<file path="config.mk">
export PLATFORM = sky130hd
export DESIGN_NAME = cfg_frame_loader
export DESIGN_NICKNAME = d
export VERILOG_FILES = /design/src/rtl/cfg_frame_loader.sv
export SDC_FILE = /design/constraint.sdc
export NUM_CORES = 1
export LEC_CHECK = 0
export ABC_AREA = 1
export ABC_CLOCK_PERIOD_IN_PS = 1300
export CAP_MARGIN = 20
export CORE_MARGIN = 2
export CORE_UTILIZATION = 48
export DETAILED_ROUTE_END_ITERATION = 10
export GPL_TIMING_DRIVEN = 0
export PLACE_DENSITY_LB_ADDON = 0.15
export SYNTH_ARGS = -nofsm -noshare
export SYNTH_HDL_FRONTEND = slang
export SYNTH_SLANG_ARGS = --single-unit
</file>
<file path="constraint.sdc">
create_clock -name CLK -period 1.3 [get_ports CLK]
set_input_delay 0.26 -clock CLK [delete_from_list [all_inputs] [get_ports CLK]]
set_output_delay 0.26 -clock CLK [all_outputs]
set_load 0.02 [all_outputs]
</file>
<file path="src/rtl/cfg_frame_loader.sv">
// Configuration frame loader: streams a frame into a shadow register,
// verifies an XOR checksum and gates the routing latches on a good frame.
module cfg_frame_loader #(
  parameter int WORD_W       = 8,
  parameter int FRAME_BITS   = 64,
  parameter int LATCH_CYCLES = 2
) (
  input  logic                  CLK,
  input  logic                  RESET,
  input  logic                  START,
  input  logic                  ABORT,
  input  logic [WORD_W-1:0]     IN_DATA,
  input  logic                  IN_VALID,
  output logic                  IN_READY,
  output logic [FRAME_BITS-1:0] CFG_OUT,
  output logic                  LATCH_G,
  output logic                  BUSY,
  output logic                  DONE,
  output logic                  ERR
);

  localparam int NWORDS = FRAME_BITS / WORD_W;
  localparam int CW     = $clog2(NWORDS + 1);
  localparam int LW     = $clog2(LATCH_CYCLES + 1);
  localparam logic [CW-1:0] LAST = CW'(NWORDS);
  localparam logic [LW-1:0] LC   = LW'(LATCH_CYCLES);

  typedef enum logic [1:0] {
    IDLE,
    LOAD,
    COMMIT
  } state_t;

  state_t                state;
  logic [CW-1:0]         cnt;
  logic [WORD_W-1:0]     acc;
  logic [LW-1:0]         ccnt;
  logic                  rst_commit;
  logic [FRAME_BITS-1:0] shadow;
  logic                  done;
  logic                  err;
  logic                  xfer;

  assign xfer = IN_VALID && !ABORT;

  always_ff @(posedge CLK) begin
    if (RESET) begin
      // Reset runs a commit of the cleared shadow so every latch reads 0.
      state      <= COMMIT;
      ccnt       <= LC;
      rst_commit <= 1'b1;
      shadow     <= '0;
      cnt        <= '0;
      acc        <= '0;
      err        <= 1'b0;
      done       <= 1'b0;
    end else begin
      done <= 1'b0;
      unique case (state)
        IDLE: begin
          if (START) begin
            state <= LOAD;
            cnt   <= '0;
            acc   <= '0;
            err   <= 1'b0;
          end
        end
        LOAD: begin
          if (ABORT) begin
            state <= IDLE;
          end else if (xfer && cnt < LAST) begin
            shadow <= {IN_DATA, shadow[FRAME_BITS-1:WORD_W]};
            acc    <= acc ^ IN_DATA;
            cnt    <= cnt + 1'b1;
          end else if (xfer) begin
            if (IN_DATA == acc) begin
              state      <= COMMIT;
              ccnt       <= LC;
              rst_commit <= 1'b0;
            end else begin
              state <= IDLE;
              err   <= 1'b1;
            end
          end
        end
        COMMIT: begin
          if (ccnt <= LW'(1)) begin
            state      <= IDLE;
            done       <= !rst_commit;
            rst_commit <= 1'b0;
          end else begin
            ccnt <= ccnt - 1'b1;
          end
        end
        default: state <= IDLE;
      endcase
    end
  end

  assign IN_READY = (state == LOAD);
  assign LATCH_G  = (state != COMMIT);
  assign BUSY     = (state != IDLE);
  assign DONE     = done;
  assign ERR      = err;
  assign CFG_OUT  = shadow;

endmodule

</file>
==> metrics.yaml <==
route:
  routed_via_density: 5.22
  drt-wirelength-per-cell_um: 15.0
  ant_nets: 0
  wirelength_um: 9300
  vias: 3242
  drt_iter0_markers: 135
  dr.pass1.iters: 5
  drc_errors: 0
worst_hold_path:
  hold_class: "input pin to flop"
  whs_path_depth: 3
  min_from: "IN_DATA[1]"
  worstHoldEndpoint: "CFG_OUT[57]"
worst_setup_path:
  critPathKind: "flop to output port"
  critical_path.startpoint_type: "flop"
  slowest_delay_ns: 0.39
  regToRegSetupSlack_ns: -0.05
  path_cells: "inv_6 > nor2_4 > inv_2 > buf_6"
  crit_buf_inv: 3
  timing.rr.end: "CFG_OUT[3]"
  cp-end-kind: "output port"
  timing.rr.start: "state[1]"
  crit_slowest_cell: "dfxtp_4"
  crit_arrival_ns: 1.10
  path_delay_family: "flip-flops"
  r2r_cells: 8
  required_ns: 1.04
  cp_max_fo: 2
placement:
  placed_area_um2: 4140
  io_buffers: 81
  hpwl_um: 6040
  gp_congestion: 0.848
sta:
  setup-violations-final: 11
  slew_headroom: 0.724
  slew_violations: 0
  finalCritPeriodShare: 1.05
  clock-skew-final_ns: 0.00762
  final_hold_viol_count: 0
  period_needed_ns: 1.36
  fmax_mhz: 735
  finalWorstSetupSlack_ns: -0.0607
  rsz0062_at_grt: "true"
  worst_slew_pin_slew_ns: 0.414
floorplan:
  core_area_um2: 6420
  num_rows: 29
  die_area_um2: 7420
  die_h_um: 86.1
  initial_utilization: 0.504
  pin_count: 82
  dieWidth_um: 86.1
synth:
  ys_ff_latch: 83
  syn_inst: 431
  ys_seq_area_frac: 0.513
  syn-cell-area_um2: 3240
  synth-warning-count: 0
  synth_edf_count: 0
  synth_cell_types: 24
  avgSynthCellArea_um2: 7.51
  ys.flop_type: "dfxtp_1"
  synthArstFlopShare: 0
  synth.net_count: 446
cts:
  clk_path_buf_depth: 2
  ctsHoldBuffers: 0
  cts-root-buf: "clkbuf_8"
  cts-htree-levels: 3
  cts.sinks: 83
  cts_buffers: 9
  insertion_delay_ns: 0.36
  cts.clk_slew.worst_paths_ns: 0.09
  tritoncts: "yes"
layout:
  n_antenna_cell: 0
  final_cell_mix: "97 x nor2_1, 62 x dfxtp_1, 51 x o21ai_0"
  utilization: 0.740
  design_area_um2: 4750
  areaGrowthSynthToFinish_pct: 46.8
  final_nets: 554
  drive_above_1_share: 0.388
  layout_commonest_cell: "nor2_1"
global_routing:
  grt_pass1_wl_um: 13800
  grt_pass1_vias: 2947
  grt_max_degree: 16
  grt_usage: 0.236
  antenna_found_initial: 0
  overflow: 0
flow_run:
  maxCapViolCount: 0
power:
  p_leak_nw: 2.28
  power.density_nw_per_um2: 1340
  irDropWorstVdd_mv: 0.761
run_status:
  violations: "negative setup slack"
  status: "complete, but fails checks"
[cells by family after synthesis]
family / count (synthesis) / synth area share
buffers and inverters: 54 / 0.0850
DFF: 83 / 0.513
adders and majority gates: 2 / 0.00773
and+or+nand+nor: 189 / 0.230
xor gates and xnor gates: 1 / 0.00271
AOI/OAI and AO/OA: 102 / 0.161
[cell type report]
class                      instances  area, um2
buffer                            25        246
inverter                          29        119
fill                             523       1670
clock inverter                     7        101
tap                               77       96.3
timing repair buffer              97        863
multi-input combinational        294       1510
sequential                        83       1690
clock buffer                       9        124
[layer usage]
metal	vias to the layer above	global-route usage	wire length, um
met5	-	0	0
met1	1526	0.310	4180
met2	112	0.383	4430
li1	1594	-	-
met3	10	0.0577	582
met4	0	0.0765	108
[state kept, by name (all words and copies together), names as in the netlist]
| signal | flops |
|---|---|
| rst_commit | 1 |
| state | 2 |
| DONE | 1 |
| ERR | 1 |
| CFG_OUT | 64 |
| acc | 8 |
| cnt | 4 |
| ccnt | 2 |
[power by group]
group / internal [mW] / total (mW) / switching [mW]
clock network: 1.09 / 2.09 / 1.00
logic: 0.617 / 1.40 / 0.786
registers: 2.73 / 2.88 / 0.150
total: 4.44 / 6.38 / 1.94
[repair_timing]
action                     in CTS  in global routing
gates cloned                    1                  6
gates resized for setup       210                181
buffers inserted                4                  6
setup endpoints to repair     138                109
pin swaps                       3                 22
[how the worst max path moves through the flow]
stage / startpoint / to / slack, ns / depth (start not counted)
6_report: state[1] / LATCH_G / -0.06 / 4
5_1_grt: state[1] / LATCH_G / -0.09 / 4
4_1_cts: state[1] / IN_READY / -0.07 / 4
3_5_place_dp: RESET / CFG_OUT[42] / -0.59 / 6
3_3_place_gp: RESET / CFG_OUT[46] / -0.53 / 6
2_1_floorplan: ccnt[1] / ccnt[1] / 0.09 / 8
[synth_stat cells (2+ instances only)]
| cell type | number | area (um2) |
|---|---|---|
| buf_6 | 7 | 78.8 |
| nor2_1 | 129 | 484 |
| clkbuf_1 | 10 | 37.5 |
| nand2_1 | 44 | 165 |
| nand2_2 | 2 | 12.5 |
| nand3_1 | 7 | 35.0 |
| inv_2 | 3 | 11.3 |
| dfxtp_1 | 83 | 1660 |
| a21oi_1 | 25 | 125 |
| ha_1 | 2 | 25.0 |
| o21ai_0 | 73 | 365 |
| inv_1 | 26 | 97.6 |
| buf_2 | 4 | 20.0 |
| or2_2 | 3 | 18.8 |
| buf_4 | 4 | 30.0 |
[tightest hold or removal path, stage by stage]
cell and delay [ns]:
dlymetal6s2s_1 0.14, inv_2 0.06, a21oi_1 0.06
[stage by stage]
step | power, mW | setup TNS (ns) | cells | setup slack [ns] | hold slack (ns)
floorplan | 3.59 | 0 | 431 | 0.0925 | 0.329
global route | 6.65 | -1.48 | 621 | -0.0896 | 0.209
finish | 6.38 | -0.254 | 621 | -0.0607 | 0.201
global placement | 3.91 | -36.73 | 589 | -0.529 | 0.406
detailed placement | 3.96 | -38.44 | 589 | -0.594 | 0.418
CTS | 6.07 | -0.121 | 610 | -0.0692 | 0.363
Note: power is estimated with default switching activity, not from simulation.
